### src/rtl/spi_pkg.sv
// Shared definitions for the parametrised SPI master.
//   spi_state_t : transfer state encoding (idle, shifting, chip-select hold)
//   SPI_MODEn   : SPI mode constants, packed as {cpol, cpha}
//   rxBitIndex  : maps the n-th received bit to its position in the received
//                 word for LSB-first or MSB-first framing
package spi_pkg;

    typedef enum logic [1:0] {
        ST_IDLE = 2'd0,
        ST_XFER = 2'd1,
        ST_HOLD = 2'd2
    } spi_state_t;

    localparam logic [1:0] SPI_MODE0 = 2'b00;
    localparam logic [1:0] SPI_MODE1 = 2'b01;
    localparam logic [1:0] SPI_MODE2 = 2'b10;
    localparam logic [1:0] SPI_MODE3 = 2'b11;

    // Bit n of the serial stream is bit n of the word when LSB-first, and
    // bit width-1-n when MSB-first.
    function automatic int unsigned rxBitIndex(input int unsigned bitNum,
                                               input int unsigned width,
                                               input logic        lsbFirst);
        if (lsbFirst)
            return bitNum;
        else
            return width - 1 - bitNum;
    endfunction

endpackage

### src/rtl/spi_clk_gen.sv
// SCLK generator for the SPI master.
// Ports:
//   clk, reset  : system clock, asynchronous active-low reset
//   count       : divider runs (high while a transfer or CS hold is active)
//   toggleEn    : SCLK may toggle on divider wrap (high only while shifting)
//   idleLevel   : level SCLK is loaded with while not counting (cpol)
//   sclk        : serial clock register
//   tick        : divider wrap strobe (one clk cycle every CLK_DIV cycles)
//   lead, trail : strobes for the odd (leading) / even (trailing) SCLK edges
//   edgeCnt     : number of SCLK edges already produced in this transfer
module spi_clk_gen
    import spi_pkg::*;
#(
    parameter int CLK_DIV = 1,
    parameter int EDGE_W  = 5
) (
    input  logic              clk,
    input  logic              reset,
    input  logic              count,
    input  logic              toggleEn,
    input  logic              idleLevel,
    output logic              sclk,
    output logic              tick,
    output logic              lead,
    output logic              trail,
    output logic [EDGE_W-1:0] edgeCnt
);

    localparam int DIV_W = (CLK_DIV > 1) ? $clog2(CLK_DIV) : 1;
    localparam logic [DIV_W-1:0] DIV_LAST = DIV_W'(CLK_DIV - 1);

    logic [DIV_W-1:0] divCnt;

    // edgeCnt holds the edges already made, so an even count means the
    // edge about to happen is an odd (leading) one.
    assign tick  = count && (divCnt == DIV_LAST);
    assign lead  = tick && toggleEn && !edgeCnt[0];
    assign trail = tick && toggleEn &&  edgeCnt[0];

    // While idle the counters sit at zero and SCLK tracks the idle level, so
    // the accept edge leaves everything primed for the first half-period.
    always_ff @(posedge clk or negedge reset) begin
        if (!reset) begin
            divCnt  <= '0;
            edgeCnt <= '0;
            sclk    <= 1'b0;
        end else if (!count) begin
            divCnt  <= '0;
            edgeCnt <= '0;
            sclk    <= idleLevel;
        end else if (tick) begin
            divCnt <= '0;
            if (toggleEn) begin
                sclk    <= ~sclk;
                edgeCnt <= edgeCnt + 1'b1;
            end
        end else begin
            divCnt <= divCnt + 1'b1;
        end
    end

endmodule

### src/rtl/spi_master_param.sv
// Parametrised SPI master with runtime-selectable mode (CPOL/CPHA) and a
// busy/done handshake.
// Ports:
//   clk, reset          : system clock, asynchronous active-low reset
//   start               : transfer request, taken only while idle
//   cpol, cpha          : SPI mode, latched when a request is accepted
//   slaveSelect         : target slave index, latched at accept
//   masterDataToSend    : transmit word, latched at accept
//   masterDataReceived  : last received word, updated with done
//   busy                : high from the accept edge until the done edge
//   done                : one-cycle pulse at transfer end
//   SCLK, CS, MOSI, MISO: SPI bus (CS one-hot active-low)
module spi_master_param
    import spi_pkg::*;
#(
    parameter int DATA_WIDTH = 8,
    parameter int NUM_SLAVES = 3,
    parameter int CLK_DIV    = 1,
    parameter int LSB_FIRST  = 1,
    parameter int SEL_W      = (NUM_SLAVES > 1) ? $clog2(NUM_SLAVES) : 1
) (
    input  logic                  clk,
    input  logic                  reset,
    input  logic                  start,
    input  logic                  cpol,
    input  logic                  cpha,
    input  logic [SEL_W-1:0]      slaveSelect,
    input  logic [DATA_WIDTH-1:0] masterDataToSend,
    output logic [DATA_WIDTH-1:0] masterDataReceived,
    output logic                  busy,
    output logic                  done,
    output logic                  SCLK,
    output logic [NUM_SLAVES-1:0] CS,
    output logic                  MOSI,
    input  logic                  MISO
);

    localparam int EDGE_W = $clog2(2 * DATA_WIDTH + 1);
    localparam int IDX_W  = $clog2(DATA_WIDTH);
    localparam logic [EDGE_W-1:0]     LAST_EDGE   = EDGE_W'(2 * DATA_WIDTH - 1);
    localparam logic [SEL_W:0]        SLAVE_LIMIT = (SEL_W + 1)'(NUM_SLAVES);
    localparam logic [NUM_SLAVES-1:0] CS_ONE      = NUM_SLAVES'(1);

    spi_state_t state;
    spi_state_t stateNext;

    logic [1:0]            modeReg;
    logic                  cphaLatched;
    logic [DATA_WIDTH-1:0] txShift;
    logic [DATA_WIDTH-1:0] rxShift;
    logic                  accept;
    logic                  tick;
    logic                  lead;
    logic                  trail;
    logic                  driveEdge;
    logic                  sampleEdge;
    logic [EDGE_W-1:0]     edgeCnt;
    logic [IDX_W-1:0]      rxIdx;

    function automatic logic firstBit(input logic [DATA_WIDTH-1:0] w);
        return (LSB_FIRST != 0) ? w[0] : w[DATA_WIDTH-1];
    endfunction

    function automatic logic [DATA_WIDTH-1:0] shiftOut(input logic [DATA_WIDTH-1:0] w);
        return (LSB_FIRST != 0) ? (w >> 1) : (w << 1);
    endfunction

    // Out-of-range selects are dropped here so they never leave idle.
    assign accept = (state == ST_IDLE) && start && ({1'b0, slaveSelect} < SLAVE_LIMIT);
    assign busy   = (state != ST_IDLE);

    spi_clk_gen #(
        .CLK_DIV (CLK_DIV),
        .EDGE_W  (EDGE_W)
    ) clkGen (
        .clk       (clk),
        .reset     (reset),
        .count     (state != ST_IDLE),
        .toggleEn  (state == ST_XFER),
        .idleLevel (cpol),
        .sclk      (SCLK),
        .tick      (tick),
        .lead      (lead),
        .trail     (trail),
        .edgeCnt   (edgeCnt)
    );

    always_comb begin
        cphaLatched = 1'b0;
        case (modeReg)
            SPI_MODE0, SPI_MODE2: cphaLatched = 1'b0;
            SPI_MODE1, SPI_MODE3: cphaLatched = 1'b1;
            default:              cphaLatched = 1'b0;
        endcase
    end

    // With cpha=0 the first bit went out at accept, so later bits follow the
    // trailing edges, except the final one where nothing is left to send.
    // Edge k sees edgeCnt=k-1, so (edgeCnt>>1) is the received bit number in
    // both phases.
    assign driveEdge  = cphaLatched ? lead : (trail && (edgeCnt != LAST_EDGE));
    assign sampleEdge = cphaLatched ? trail : lead;
    assign rxIdx      = IDX_W'(rxBitIndex(32'(edgeCnt >> 1), DATA_WIDTH, LSB_FIRST != 0));

    always_ff @(posedge clk or negedge reset) begin
        if (!reset)
            state <= ST_IDLE;
        else
            state <= stateNext;
    end

    always_comb begin
        stateNext = state;
        case (state)
            ST_IDLE: if (accept)                          stateNext = ST_XFER;
            ST_XFER: if (trail && (edgeCnt == LAST_EDGE)) stateNext = ST_HOLD;
            ST_HOLD: if (tick)                            stateNext = ST_IDLE;
            default:                                      stateNext = ST_IDLE;
        endcase
    end

    // Bus outputs, shift registers and the done/received-word handshake.
    always_ff @(posedge clk or negedge reset) begin
        if (!reset) begin
            CS                 <= '1;
            MOSI               <= 1'b0;
            done               <= 1'b0;
            masterDataReceived <= '0;
            txShift            <= '0;
            rxShift            <= '0;
            modeReg            <= SPI_MODE0;
        end else begin
            done <= 1'b0;
            case (state)
                ST_IDLE: begin
                    CS   <= '1;
                    MOSI <= 1'b0;
                    if (accept) begin
                        modeReg <= {cpol, cpha};
                        CS      <= ~(CS_ONE << slaveSelect);
                        rxShift <= '0;
                        if (!cpha) begin
                            MOSI    <= firstBit(masterDataToSend);
                            txShift <= shiftOut(masterDataToSend);
                        end else begin
                            txShift <= masterDataToSend;
                        end
                    end
                end
                ST_XFER: begin
                    if (driveEdge) begin
                        MOSI    <= firstBit(txShift);
                        txShift <= shiftOut(txShift);
                    end
                    if (sampleEdge)
                        rxShift[rxIdx] <= MISO;
                end
                ST_HOLD: begin
                    if (tick) begin
                        CS                 <= '1;
                        MOSI               <= 1'b0;
                        done               <= 1'b1;
                        masterDataReceived <= rxShift;
                    end
                end
                default: begin
                    CS   <= '1;
                    MOSI <= 1'b0;
                end
            endcase
        end
    end

endmodule

### config.mk
export PLATFORM = sky130hd
export DESIGN_NAME = spi_master_param
export DESIGN_NICKNAME = d
export VERILOG_FILES = /design/src/rtl/spi_pkg.sv /design/src/rtl/spi_clk_gen.sv /design/src/rtl/spi_master_param.sv
export SDC_FILE = /design/constraint.sdc
export NUM_CORES = 1
export LEC_CHECK = 0
export CAP_MARGIN = 20
export CELL_PAD_IN_SITES_DETAIL_PLACEMENT = 0
export CELL_PAD_IN_SITES_GLOBAL_PLACEMENT = 1
export CORE_MARGIN = 2
export CORE_UTILIZATION = 30
export DETAILED_ROUTE_END_ITERATION = 8
export GPL_TIMING_DRIVEN = 0
export PLACE_DENSITY = 0.61
export SETUP_SLACK_MARGIN = 0.4
export SYNTH_ARGS = -nofsm -noshare
export SYNTH_HDL_FRONTEND = slang
export SYNTH_SLANG_ARGS = --single-unit
### constraint.sdc
create_clock -name clk -period 4.94 [get_ports clk]
set_clock_uncertainty 0.15 [all_clocks]
set_input_delay 0.494 -clock clk [delete_from_list [all_inputs] [get_ports clk]]
set_output_delay 0.494 -clock clk [all_outputs]
set_load 0.01 [all_outputs]
==> impl_metrics.json, run 1 <==
{
  "outcome": "completed",
  "end_kind": "output pin",
  "vias": 1360,
  "core-area_um2": 6310,
  "dp_hpwl_um": 2860,
  "ir_worst_vdd_v": 0.000205,
  "crit_type": "flop to output pin",
  "postSynthAreaPerCell_um2": 11.4,
  "grt_usage_pct": 12.4,
  "cap_viol_max_count": 0,
  "drt-wirelength-per-cell_um": 14.1,
  "ys_seq_elements": 39,
  "clock-sinks": 39,
  "crit_family": "buffers and inverters",
  "overflow": 0,
  "ant_nets": 0,
  "drt_iter0_drc": 38,
  "cts_made_buffers": 5,
  "n_antenna_cell": 0,
  "port_buffers": 29,
  "die_h_um": 84.4,
  "fill_cells": 631,
  "cp.required_ns": 4.30,
  "clk_pin_slew_worst_paths_ns": 0.08,
  "path_cells": "buf_2 -> nor2_1 -> inv_1 -> clkdlybuf4s50_1",
  "finalCriticalPeriod_ns": 2.34,
  "synth_area_um2": 1940,
  "synth_edf_count": 0,
  "root_buffer": "clkbuf_8",
  "cpMaxStageDelayCell": "clkdlybuf4s50_1",
  "ctsResizeCount": 0,
  "clkPwrFrac_pct": 22.8,
  "finalMaxSlewViolations": 0,
  "cpPeakStageDelay_ns": 0.53,
  "placed_area_um2": 2350,
  "area_growth_pct": 27.5,
  "grt_pass1_vias": 1445,
  "fin_setup_tns_ns": 0,
  "max_freq_mhz": 427,
  "synth_flop_cell": "dfrtp_1",
  "ys_types": 41,
  "cellPowerDensity_nw_per_um2": 478,
  "dp_slack_ns": 2.74,
  "gp_congestion": 0.718,
  "power_switching_w": 0.000390,
  "wirelength_um": 4040,
  "hold_path_class": "flop to flop",
  "via_per_inst": 4.76,
  "grt_pass1_wl_um": 7080,
  "setup_violations": 0,
  "drc": 0,
  "p_int_w": 0.000789,
  "io_pins": 31,
  "cp_max_fo": 10,
  "drive_gt1_share_pct": 22.0,
  "num_rows": 29,
  "antenna_found_initial": 0,
  "design.die.area_um2": 7110,
  "fin_crit_sh_pct": 47.4,
  "setup_slack_ns": 2.60,
  "ys_async_sr_fraction_pct": 100,
  "total_leakage_power_nw": 1.05,
  "grt_setup_unrepaired": "false",
  "start_util_pct": 30.7,
  "combPwrFrac_pct": 35.0,
  "syn_nets": 188,
  "design_area_um2": 2470,
  "dr.pass1.iters": 4,
  "ys_seq_area_share_pct": 50.6,
  "final_nets": 226,
  "cts_tree": "done",
  "ys_warn_count": 0,
  "fp.dieW_um": 84.4,
  "path_buf_inv": 3,
  "cts_max_level": 2,
  "arrival_ns": 1.70,
  "p_sw_share_pct": 33.1,
  "clk_path_buf_depth": 2,
  "finalHoldViolations": 0,
  "grt_max_degree": 24,
  "netlist_instances": 170,
  "seqPwrFrac_pct": 42.2,
  "clock_latency_ns": 0.29,
  "critPathLaunchType": "flop"
}
kinds of logic (layout without fill, tap and decap cells):
group           count (synthesis)  after routing  share of synthesized area (%)
buf+inv                        15             54                           4.39
xor+xnor                        1              1                          0.840
fa+ha+maj                       2              2                           1.29
simple gates                   58             58                           17.3
compound gates                 37             37                           16.0
other cells                     1              1                          0.194
flops                          39             39                           50.6
mux                            17             17                           9.43
stage by stage:
step	util, %	cells	power [W]	hold WS (ns)
4_1_cts	39.1	286	0.00120	0.356
3_5_place_dp	37.2	277	0.000919	0.323
2_1_floorplan	-	170	0.000786	0.0484
3_3_place_gp	36.8	276	0.000911	0.334
6_report	39.1	286	0.00118	0.353
5_1_grt	39.1	286	0.00128	0.376
cell usage after synthesis (2+ instances only):
library cell / n / area (um^2)
mux2_2: 10 / 113
nor3b_1: 2 / 15.0
inv_1: 7 / 26.3
nor2_1: 5 / 18.8
o21ai_2: 2 / 17.5
ha_1: 2 / 25.0
nor2b_1: 2 / 12.5
dfrtp_1: 36 / 901
o31ai_1: 6 / 45.0
and2_1: 2 / 12.5
nand3_1: 17 / 85.1
buf_2: 5 / 25.0
o221a_1: 3 / 33.8
o221a_2: 4 / 45.0
o32a_1: 2 / 20.0
buf_6: 3 / 33.8
dfstp_2: 3 / 78.8
nand2_1: 17 / 63.8
mux2i_1: 7 / 70.1
a22o_1: 5 / 43.8
o21ai_0: 9 / 45.0
nand4_1: 2 / 12.5
layer usage:
| metal | share of wire (%) | track usage (%) | vias up |
|---|---|---|---|
| met5 | 0 | 0 | - |
| met4 | 0.57 | 3.46 | 0 |
| met3 | 3.1 | 3.24 | 2 |
| met2 | 44 | 19.3 | 24 |
| met1 | 52 | 17.3 | 633 |
| li1 | - | - | 701 |
registers in the layout, summed over array words and instances (netlist names):
name / cells
masterDataReceived: 8
rxShift: 8
txShift: 8
clkGen.edgeCnt: 5
CS: 3
state: 2
MOSI: 1
clkGen.divCnt: 1
clkGen.sclk: 1
done: 1
modeReg: 1
path summary, 6_finish.rpt:
check,from,end,slack (ns),depth (start not counted)
max,state[1],busy,2.60,4
min in group asynchronous,reset,clkGen.edgeCnt[0],0.54,2
max reg2reg,clkGen.edgeCnt[1],txShift[3],2.76,7
min reg2reg,rxShift[6],rxShift[6],0.35,2
min,rxShift[6],rxShift[6],0.35,2
max in group asynchronous,reset,txShift[5],3.63,3
final cells by class:
class / count / area [um^2] / share of cell area (%)
well taps: 77 / 96.3 / 3.90
multi-input cells: 116 / 872 / 35.3
repair buffers: 31 / 323 / 13.1
flip-flops and latches: 39 / 980 / 39.7
inverters: 7 / 26.3 / 1.06
plain buffers: 8 / 58.8 / 2.38
clock inverters: 3 / 43.8 / 1.77
clock buffers: 5 / 68.8 / 2.79
power by group through the flow:
stage	clock network [W]	logic, W	registers [W]
final	0.000269	0.000413	0.000497
after global routing	0.000296	0.000473	0.000512
after CTS	0.000281	0.000419	0.000497
after detailed placement	0	0.000418	0.000501
after global placement	0	0.000409	0.000502
after floorplan	0	0.000295	0.000491
layout by cell type (no fill, tap or decap), drive strengths merged, types with 3 or more instances in the layout:
cell type      instances
mux2                  10
inv                    7
nor2                   5
a22o                   5
o21ai                 12
nand3                 17
clkdlybuf4s50         28
clkbuf                 5
nand2                 18
dfrtp                 36
dfstp                  3
mux2i                  7
buf                   10
o221a                  7
o31ai                  6
tightest hold or removal path, cell delays in order, from the launching register on:
cell and delay [ns]:
dfrtp_1 0.35, nand3_1 0.06, o31ai_1 0.06
repair_timing:
item | in CTS | in global routing
setup buffers | 0 | 0
hold endpoints to repair | 6 | 0
endpoints found under the setup margin | 0 | 0
hold buffers | 1 | 0
Power figures use the tool's default switching activity.
==> run 2, diff against run 1 <==
clock period = 2.43 ns   (was 4.94 ns; I/O delays follow)
==> run 2 against run 1 <==
Compared with the run above: sequential power is 100% higher; sequential cell count stayed put; die area unchanged; worst hold slack got worse by 0.19 ns; clock-buffer cell count is the same; final cell count is 2.4% higher; setup slack worse by 2.1 ns; first-iteration DRC count rose by 39%; non-clock buffer count increased by 6; combinational power rose by 130%; via count rose by 4.4%.
==> impl_metrics.json, run 2 (synthesis gave the netlist of run 1 again) <==
{
  "area_growth_pct": 32.6,
  "grt_setup_unrepaired": "true",
  "path_cells": "ha_2 -> and3_4 -> ha_4 -> nor4b_4 -> buf_4 -> o21ai_4 -> nand2_4 -> o221a_2",
  "cpPeakStageDelay_ns": 0.36,
  "num_rows": 29,
  "grt_max_degree": 24,
  "cts_max_level": 2,
  "design_area_um2": 2570,
  "wirelength_um": 4170,
  "cellPowerDensity_nw_per_um2": 970,
  "cp_max_fo": 7,
  "r2r_setup_slack_ns": 0.45,
  "design.die.area_um2": 7110,
  "cts_tree": "done",
  "hold_path_class": "input pin to flop",
  "drc": 0,
  "n_antenna_cell": 0,
  "power_w": 0.00249,
  "core-area_um2": 6310,
  "critPathCapture": "txShift[4]",
  "critPathLaunchType": "flop",
  "utilization_pct": 40.7,
  "fp.dieW_um": 84.4,
  "drt-wirelength-per-cell_um": 14.2,
  "fin_crit_sh_pct": 81.6,
  "outcome": "completed",
  "overflow": 0,
  "antenna_found_initial": 0,
  "fin_cells": 293,
  "port_buffers": 29,
  "root_buffer": "clkbuf_8",
  "finalMaxSlewViolations": 0,
  "ir_worst_vdd_v": 0.000423,
  "rr_worst_depth": 8,
  "final_common_cell": "dfrtp_1",
  "r2r-start": "clkGen.edgeCnt[0]",
  "finalHoldViolations": 0,
  "multi_input_area_um2": 920,
  "arrival_ns": 2.01,
  "dp_hpwl_um": 2860,
  "ant_nets": 0,
  "most-common-layout-cells": "34 x dfrtp_1, 28 x clkdlybuf4s50_1, 17 x nand3_1, 17 x nand2_1, 10 x mux2_2",
  "drive_gt1_share_pct": 27.3,
  "total_leakage_power_nw": 1.09,
  "layout.area.seq_um2": 982,
  "reg_top3": "masterDataReceived x8, rxShift x8, txShift x8",
  "start_util_pct": 30.7,
  "cpMaxStageDelayCell": "dfrtp_1",
  "clock_latency_ns": 0.29,
  "crit_start": "clkGen.edgeCnt[0]",
  "clk_path_buf_depth": 2,
  "placed_cells": 277,
  "max_freq_mhz": 504,
  "cp.required_ns": 2.46,
  "io_pins": 31,
  "cap_viol_max_count": 0,
  "slew-limit-headroom_pct": 58.0,
  "setup_violations": 0,
  "clk_pin_slew_worst_paths_ns": 0.08,
  "grt_pass1_wl_um": 7250,
  "drt_iter0_drc": 53,
  "crit_type": "flop to flop",
  "cts_made_buffers": 5,
  "vias": 1420,
  "fill_cells": 627,
  "grt_pass1_vias": 1479,
  "dr.pass1.iters": 4,
  "end_kind": "flop",
  "grt_usage_pct": 12.7,
  "gp_congestion": 0.718,
  "clock-sinks": 39,
  "placed_area_um2": 2350,
  "r2r-end": "txShift[4]",
  "finalCriticalPeriod_ns": 1.98,
  "die_h_um": 84.4,
  "tightestPinTransition_ns": 0.629,
  "final_nets": 233,
  "via_per_inst": 4.85
}
run 2: cell types whose count changed in the layout (fill, tap and decap cells not counted), moves of 2 or more:
| cell | previous run | this run |
|---|---|---|
| buf_2 | 6 | 4 |
| buf_4 | 0 | 8 |
| ha_1 | 2 | 0 |
| dfrtp_2 | 0 | 2 |
| dfrtp_1 | 36 | 34 |
run 2: worst max-delay path: cells and delay by family (launching register included):
family	cells	cell delay, ns
DFF	1	0.36
buffers and inverters	1	0.16
AOI/OAI and AO/OA	2	0.51
adders and majority gates	2	0.34
and+or+nand+nor	3	0.36
run 2: where the power goes:
| group | internal [W] | switching (W) | total (W) |
|---|---|---|---|
| clock network | 0.000306 | 0.000240 | 0.000546 |
| logic | 0.000501 | 0.000439 | 0.000940 |
| registers | 0.000857 | 0.000150 | 0.00101 |
| total | 0.00166 | 0.000829 | 0.00249 |
run 2: through the flow:
stage	worst slack (ns)	setup TNS (ns)	hold slack, ns
after floorplan	0.500	0	-0.203
after global placement	-0.134	-4.75	0.334
after detailed placement	0.233	0	0.0724
after CTS	0.398	0	0.157
after global routing	0.353	0	0.151
final	0.447	0	0.166
run 2: layout make-up:
type	instances	share of cell area, %
buffer	8	2.48
clock buffer	5	2.68
clock inverter	3	1.70
inverter	7	1.02
multi-input combinational	117	35.8
sequential	39	38.2
tap	77	3.75
timing repair buffer	37	14.3
run 2: timing repair:
item	4_1_cts	5_1_grt
hold buffers	1	0
hold endpoints to repair	13	0
gates resized for setup	8	3
endpoints found under the setup margin	8	9
cloned	1	0
buffers inserted	3	3
pin swaps	6	7
run 2: layer usage:
metal  up-vias  part of all wire, %  global-route usage, %
li1        719                    -                      -
met4         0                 0.53                   3.46
met5         -                    0                      0
met1       675                   52                   17.6
met2        24                   45                   19.9
met3         2                  3.0                   3.24
run 2: worst min-delay path by stage:
stage	from	to	cells past startpoint
6_report	cpha	txShift[7]	3
5_1_grt	cpha	txShift[7]	3
4_1_cts	cpha	txShift[7]	3
3_5_place_dp	reset	clkGen.edgeCnt[2]	1
3_3_place_gp	rxShift[3]	rxShift[3]	2
2_1_floorplan	reset	MOSI	0
==> run 3, diff against run 2 <==
clock period = 1.96 ns   (was 2.43 ns; I/O delays follow)
==> run 3 against run 2 <==
Compared with the run above: the flow now finishes with violations (negative setup slack); sequential power is 29% higher; critical endpoint unchanged; core utilization up 6.2 points; sequential share of layout area is 5.0 points lower; final area is 15% higher; clock-buffer cell count did not move; non-clock buffer count rose by 14.
==> impl_metrics.json, run 3 (synthesis gave the netlist of run 1 again) <==
{
  "gp_congestion": 0.715,
  "dp_slack_ns": -0.0522,
  "final_common_cell": "dfrtp_1",
  "outcome": "finished, violations left",
  "drc": 0,
  "r2r_setup_slack_ns": -0.03,
  "via_per_inst": 5.11,
  "fill_cells": 598,
  "reg_top3": "masterDataReceived x8, rxShift x8, txShift x8",
  "overflow": 0,
  "wl_met3_um": 188,
  "crit_type": "flop to flop",
  "arrival_ns": 2.03,
  "most-common-layout-cells": "32 x dfrtp_1, 16 x nand2_1, 14 x clkdlybuf4s50_1",
  "p_int_w": 0.00223,
  "cellPowerDensity_nw_per_um2": 1170,
  "fin_cells": 307,
  "utilization_pct": 46.9,
  "clk_path_buf_depth": 2,
  "area_growth_pct": 52.8,
  "drive_gt1_share_pct": 44.3,
  "cts_made_buffers": 5,
  "min_from": "cpha",
  "start_util_pct": 30.7,
  "p_sw_share_pct": 35.4,
  "grt_max_degree": 40,
  "ant_nets": 0,
  "vias": 1570,
  "top_layer": "met4",
  "drt_iter0_drc": 114,
  "met2_length_um": 2440,
  "clkPwrFrac_pct": 20.1,
  "routedLengthMet1_um": 2210,
  "root_buffer": "clkbuf_8",
  "seqPwrFrac_pct": 37.5,
  "power_switching_w": 0.00122,
  "cts_tree": "done",
  "num_rows": 29,
  "antenna_found_initial": 0,
  "tightestPinTransition_ns": 0.898,
  "clock-sinks": 39,
  "grt_setup_unrepaired": "true",
  "wirelength_um": 4900,
  "slew-limit-headroom_pct": 40.1,
  "die_h_um": 84.4,
  "min_to": "txShift[7]",
  "combPwrFrac_pct": 42.3,
  "grt_pass1_wl_um": 8140,
  "critPathLaunchType": "flop",
  "clock_latency_ns": 0.30,
  "final_nets": 247,
  "finalCriticalPeriod_ns": 1.99,
  "core-area_um2": 6310,
  "clk_pin_slew_worst_paths_ns": 0.08,
  "cts_max_level": 2,
  "total_leakage_power_nw": 1.40,
  "cap_viol_max_count": 0,
  "rr_worst_depth": 7,
  "failed_checks": "negative setup slack",
  "fp.dieW_um": 84.4,
  "ir_worst_vdd_v": 0.000444,
  "fin_crit_sh_pct": 101,
  "grt_pass1_vias": 1618,
  "cp.required_ns": 2.00,
  "drt-wirelength-per-cell_um": 16.0,
  "dr.pass1.iters": 5,
  "max_freq_mhz": 503,
  "design_area_um2": 2960,
  "hold_path_class": "input pin to flop",
  "design.die.area_um2": 7110,
  "n_antenna_cell": 0,
  "placed_cells": 276,
  "setup_violations": 5,
  "finalMaxSlewViolations": 0,
  "dp_hpwl_um": 3000,
  "cp_max_fo": 5,
  "setup_slack_ns": -0.0292,
  "placed_area_um2": 2370,
  "r2r-end": "txShift[4]",
  "finalHoldViolations": 0,
  "end_kind": "flop",
  "holdPathStages": 3,
  "io_pins": 31,
  "grt_usage_pct": 14.3,
  "port_buffers": 29,
  "r2r-start": "clkGen.edgeCnt[1]"
}
-- run 3: worst max-delay path by stage --
stage / start / endpoint / slack (ns)
3_3_place_gp: reset / txShift[4] / -0.41
5_1_grt: clkGen.edgeCnt[1] / txShift[5] / -0.13
4_1_cts: clkGen.edgeCnt[1] / txShift[5] / -0.04
3_5_place_dp: clkGen.edgeCnt[1] / txShift[4] / -0.05
2_1_floorplan: clkGen.edgeCnt[1] / txShift[4] / 0.07
6_report: clkGen.edgeCnt[1] / txShift[4] / -0.03
-- run 3: power groups by stage --
| stage | Clock, W | Sequential [W] | Combinational (W) |
|---|---|---|---|
| 4_1_cts | 0.000703 | 0.00128 | 0.00132 |
| 3_5_place_dp | 0 | 0.00128 | 0.00110 |
| 2_1_floorplan | 0 | 0.00125 | 0.000781 |
| 5_1_grt | 0.000749 | 0.00133 | 0.00159 |
| 6_report | 0.000696 | 0.00130 | 0.00146 |
| 3_3_place_gp | 0 | 0.00127 | 0.00106 |
-- run 3: through the flow --
| stage | total power, W | hold WS [ns] | TNS (ns) |
|---|---|---|---|
| floorplan | 0.00203 | -0.250 | 0 |
| global placement | 0.00233 | 0.335 | -15.07 |
| detailed placement | 0.00238 | 0.240 | -0.291 |
| CTS | 0.00330 | 0.102 | -0.0711 |
| global route | 0.00367 | 0.140 | -0.804 |
| finish | 0.00346 | 0.101 | -0.0729 |
-- run 3: repair_timing --
action / in CTS / in global routing
hold buffers: 1 / 0
resized for setup: 53 / 40
gates cloned: 2 / 1
hold endpoints to repair: 36 / 0
pin swaps: 11 / 14
setup endpoints to repair: 36 / 45
buffers inserted: 10 / 9
-- run 3: metal layers --
layer / global-route usage, % / vias up
li1: - / 743
met1: 18.6 / 783
met2: 23.6 / 36
met3: 3.74 / 8
met4: 4.18 / 0
met5: 0 / -
-- run 3: cell type report --
class / instances / area, um^2 / area share [%]
Timing Repair Buffer: 51 / 519 / 17.5
Inverter: 7 / 26.3 / 0.888
Clock inverter: 3 / 43.8 / 1.48
Buffer: 8 / 87.6 / 2.96
Clock buffer: 5 / 68.8 / 2.33
Sequential cell: 39 / 985 / 33.3
Tap cell: 77 / 96.3 / 3.26
Multi-Input combinational cell: 117 / 1130 / 38.3
-- run 3: critical path: stages (launching register included) --
cell and delay, ns:
dfrtp_1 0.40, ha_2 0.19, and3_4 0.19, ha_4 0.17
nor4b_4 0.22, buf_6 0.16, o21ai_4 0.09, o221a_2 0.31
==> variant 1, RTL diff (settings of run 2) <==
Re-encode `spi_state_t` (3 states) as one-hot, 3 bits wide.
--- a/src/rtl/spi_pkg.sv
+++ b/src/rtl/spi_pkg.sv
@@ -6,8 +6,8 @@
 package spi_pkg;
 
-    typedef enum logic [1:0] {
-        ST_IDLE = 2'd0,
-        ST_XFER = 2'd1,
-        ST_HOLD = 2'd2
+    typedef enum logic [2:0] {
+        ST_IDLE = 3'b001,
+        ST_XFER = 3'b010,
+        ST_HOLD = 3'b100
     } spi_state_t;
 
Check against the original RTL: same outputs for any inputs over 10 cycles, from zero or initial values and one cycle with reset low; not proved beyond that.
==> variant 1 against run 2 <==
Setup slack worse by 0.092 ns. Synthesized area up 0.32%. Sequential cell count up 1. Wire length down 0.41%. Cell area up 1.6%. Power down 17%. First-iteration DRC count up 45%.
==> variant 1: results (changes against run 2) <==
yosysUniqueCellTypes: 33  # -20%
synth_nets: 199  # +5.9%
grt_start_max_net_pins: 30  # +25%
cts_buffer_depth: 2  # unchanged
avgSynthCellArea_um2: 10.74  # -5.8%
fin_nets: 246  # +5.6%
dp_cells: 288  # +4.0%
cts-resized-gates: 13  # +5
maxUsedRoutingLayer: "met4"
antenna_found_initial: 0  # unchanged
ys_top_cells_by_area: "dfrtp_1 46%, mux2_2 9.3%, dfstp_2 5.4%, o21ai_0 4.9%, mux2i_1 4.6%"
post_cts_buffers: 5  # +2
ir_worst_vdd_v: 0.0003489  # -18%
largestRegisters: "masterDataReceived x8, rxShift x8, txShift x8"
grt_pass1_wl_mm: 7.072  # -2.5%
drive_gt1_share_pct: 25.76  # -1.6 points
hpwlAfterDp_mm: 2.868  # +0.38%
gp_congestion: 0.7134  # -0.61%
grt_pass1_vias: 1478  # -0.068%
place_area_um2: 2345  # about the same
wl_met3_um: 140  # +11%
routedWlPerCell_um: 13.56  # -4.6%
use_met1_pct: 16.52  # -1.1 points
clock_latency_ns: 0.28
cts-hold-fix-buffers: 1  # unchanged
hp-class: "input port to async pin"
grtUsageMet2_pct: 19.47  # -0.44 points
viasPerCell: 4.827  # -0.40%
status: "finished clean"
synth_edf_count: 0  # unchanged
ys_seq_area_share_pct: 51.77  # +1.2 points
yosys_warnings: 0  # unchanged
critical_path_peak_fanout: 8  # +1
p_int_mw: 1.423  # -15%
antenna_cells: 0  # unchanged
seqPwrFrac_pct: 43.1  # +2.7 points
cp.arrival_ns: 2.10  # +0.09 ns
pre_cts_ws_ns: 0.1217  # -0.1115 ns
track_usage_pct: 12.10  # -0.63 points
root_buffer: "clkbuf_8"
layout.cells.non_filler: 306  # +4.4%
synthArstFlopShare_pct: 100.0  # unchanged
met1Wirelength_mm: 1.993  # -7.6%
drt-pass1-iter-count: 4  # unchanged
power_mw: 2.064  # -17%
yosys-top-cells-count: "36 x dfrtp_1, 19 x o21ai_0, 18 x nand2_1, 16 x mux2_2"
wl_met2_mm: 1.999  # +7.5%
ctsHtreeMaxLevel: 2  # unchanged
max_slew_margin_pct: 57.26  # -0.71 points
clk_pin_slew_ns: 0.08  # about the same
pwr-share-comb_pct: 34.9  # -2.8 points
cts_buffers: 5  # unchanged
grt.met3_usage_pct: 2.852  # -0.39 points
leakagePower_nw: 1.103  # +1.4%
detail_route.iter0.violations: 77  # +45%
variant 1: changes by cell type after synthesis, moves of 4 or more:
cell / delta
a31oi_1: +4
buf_2: -5
o21ai_0: +10
a21oi_1: +6
nor2_1: +4
mux2_2: +6
clkbuf_1: +9
o221a_2: -4
nand3_1: -10
a22o_1: -5
variant 1: worst paths after layout:
path                                   startpoint                                 to  slack, ns  cells after the start
max                          state[2]$_DFFE_PN0P_             txShift[5]$_DFFE_PN0P_       0.35                      5
max in group asynchronous                   reset               state[2]$_DFFE_PN0P_       1.44                      3
min reg2reg                rxShift[7]$_DFFE_PN0P_  masterDataReceived[7]$_DFFE_PN0P_       0.36                      1
min                                         reset      clkGen.edgeCnt[0]$_DFFE_PN0P_       0.22                      2
max reg2reg                  state[2]$_DFFE_PN0P_             txShift[5]$_DFFE_PN0P_       0.35                      5
min in group clk           rxShift[7]$_DFFE_PN0P_  masterDataReceived[7]$_DFFE_PN0P_       0.36                      1
variant 1: logic make-up after synthesis:
logic type	Yosys count	synth area share [%]
flip-flops	40	51.77
multiplexers	25	13.91
adder cells (fa/ha/maj)	2	1.288
other	1	0.1930
buffers and inverters	19	4.056
AO/OA/AOI/OAI	46	15.00
XOR/XNOR	2	0.9016
AND/OR/NAND/NOR	46	12.88
variant 1: layout make-up:
type / instances / area, um^2
timing repair buffer: 40 / 395.4
buffer: 10 / 53.80
multi-input combinational: 122 / 929.6
tap: 77 / 96.34
clock inverter: 2 / 10.01
fill: 654 / 3704
sequential: 40 / 1008
inverter: 9 / 33.78
clock buffer: 6 / 82.58
variant 1: critical path: stages (launching register included):
cell and delay, ns:
dfrtp_2 0.48, or4b_1 0.51, clkbuf_2 0.18, o21ai_4 0.18, buf_12 0.14, mux2_2 0.33
==> variant 2, RTL diff (config.mk and constraints of run 2) <==
Made on the original files. The parameter `LSB_FIRST` goes from 1 to 0.
--- a/src/rtl/spi_master_param.sv
+++ b/src/rtl/spi_master_param.sv
@@ -17,5 +17,5 @@
     parameter int NUM_SLAVES = 3,
     parameter int CLK_DIV    = 1,
-    parameter int LSB_FIRST  = 1,
+    parameter int LSB_FIRST  = 0,
     parameter int SEL_W      = (NUM_SLAVES > 1) ? $clog2(NUM_SLAVES) : 1
 ) (
Formal check against the unedited RTL: not equivalent (a bounded check fails within 4 cycles, from zero or initial values and one cycle with reset low).
==> variant 2 against run 2 <==
First-iteration DRC count down 19%. Highest routed layer unchanged. Power decreased by 17%. Cell area fell by 2.5%. Sequential cell count unchanged. Setup slack worse by 0.039 ns. Clock power decreased by 16%. Critical path type unchanged. Die area shrank 1.4%. Synthesized area is 1.4% lower. Non-clock buffer count fell by 2. Global-route usage increased by 0.46 points. Wire length up 1.6%. Synthesized cell count down 3.5%. Core utilization down 0.57 points.
==> variant 2: results (changes against run 2) <==
antenna_found_initial: 0  # unchanged
grt_pass1_vias: 1482  # +0.20%
track_usage_pct: 13.19  # +0.46 points
gp_congestion: 0.7463  # +4.0%
critical_path_peak_fanout: 5  # -2
hpwlAfterDp_mm: 2.828  # -1.0%
fin_nets: 224  # -3.9%
cp.arrival_ns: 2.06  # +0.05 ns
detail_route.iter0.violations: 43  # -19%
nFillCells: 606  # -3.3%
p_int_mw: 1.393  # -16%
pwr-share-comb_pct: 32.0  # -5.7 points
drive_gt1_share_pct: 26.09  # -1.2 points
yosys-top-cells-count: "36 x dfrtp_1, 15 x mux2i_1, 14 x nor2_1, 10 x mux2_2, 10 x nand2_1"
root_buffer: "clkbuf_8"
clock_latency_ns: 0.29  # about the same
clock_power_mw: 0.461  # -16%
wl_mm: 4.231  # +1.6%
max_slew_margin_pct: 41.32  # -17 points
dp_cells: 269  # -2.9%
status: "finished clean"
grt_start_max_net_pins: 40  # +67%
portBuffers: 28  # -3.4%
ctsHtreeMaxLevel: 2  # unchanged
synth_nets: 182  # -3.2%
grt_pass1_wl_mm: 7.348  # +1.3%
ys_top_cells_by_area: "dfrtp_1 47%, mux2i_1 7.9%, mux2_2 5.9%, dfstp_2 4.1%, o221a_2 4.1%"
viasPerCell: 4.975  # +2.7%
leakagePower_nw: 1.108  # +1.9%
avgSynthCellArea_um2: 11.64  # +2.2%
ir_worst_vdd_v: 0.0004005  # -5.4%
routedWlPerCell_um: 14.90  # +4.8%
ys_seq_area_share_pct: 51.31  # +0.73 points
setup_viol: 0  # unchanged
variant 2: kinds of logic after synthesis:
logic type                 synth area share [%]
buffers and inverters                     3.866
and+or+nand+nor                           14.94
AOI/OAI and AO/OA                         12.98
other                                    0.1964
adders and majority gates                 1.310
xor gates and xnor gates                 0.4588
DFF                                       51.31
muxes                                     14.94
variant 2: stage by stage:
| stage | cell area (um^2) | power, mW | worst slack (ns) | utilization [%] |
|---|---|---|---|---|
| CTS | 2476 | 2.061 | 0.3786 | 39.68 |
| finish | 2504 | 2.068 | 0.4080 | 40.12 |
| global route | 2504 | 2.216 | 0.3458 | 40.12 |
| global placement | 2292 | 1.506 | 0.001715 | 36.73 |
| floorplan | 1916 | 1.326 | 0.4142 | - |
| detailed placement | 2287 | 1.529 | 0.1831 | 36.65 |
variant 2: final timing paths:
| path | from | to | slack, ns | depth (start not counted) |
|---|---|---|---|---|
| setup / recovery | clkGen.edgeCnt[0]$_DFFE_PN0P_ | txShift[6]$_DFFE_PN0P_ | 0.41 | 7 |
| hold / removal | MISO | rxShift[1]$_DFFE_PN0P_ | 0.23 | 3 |
| setup reg to reg | clkGen.edgeCnt[0]$_DFFE_PN0P_ | txShift[6]$_DFFE_PN0P_ | 0.41 | 7 |
| hold reg to reg | MOSI$_DFFE_PN0P_ | MOSI$_DFFE_PN0P_ | 0.36 | 1 |
| max in group asynchronous | reset | clkGen.edgeCnt[1]$_DFFE_PN0P_ | 1.09 | 2 |
| min in group asynchronous | reset | clkGen.edgeCnt[4]$_DFFE_PN0P_ | 0.45 | 2 |
variant 2: timing repair:
item / 4_1_cts / 5_1_grt
endpoints found under the setup margin: 10 / 9
setup buffers: 4 / 1
gates cloned: 1 / 0
gates resized for setup: 10 / 4
pin swaps: 5 / 2
hold endpoints to repair: 36 / 0
hold buffers: 1 / 0
variant 2: final cells by class:
cell class              instances  area [um^2]  area share, %
flip-flops and latches         39        982.2          39.23
multi-input cells             112        934.6          37.33
repair buffers                 34        321.6          12.84
well taps                      77        96.34          3.848
clock buffers                   5        68.82          2.749
plain buffers                   9        57.56          2.299
clock inverters                 3        23.77         0.9495
inverters                       5        18.77         0.7496
variant 2: worst max-delay path, stage by stage, from the launching register on:
cell and delay [ns]:
dfrtp_2 0.43, ha_4 0.17, and3_4 0.18, ha_4 0.17, nor4b_4 0.21, buf_4 0.18
o21ai_4 0.09, o221a_2 0.33
variant 2: routing by layer:
layer / track usage (%) / up-vias / share of wire, %
li1: - / 688 / -
met1: 17.37 / 695 / 47
met2: 21.09 / 25 / 47
met3: 3.858 / 5 / 4.3
met4: 3.959 / 0 / 1.2
met5: 0 / - / 0
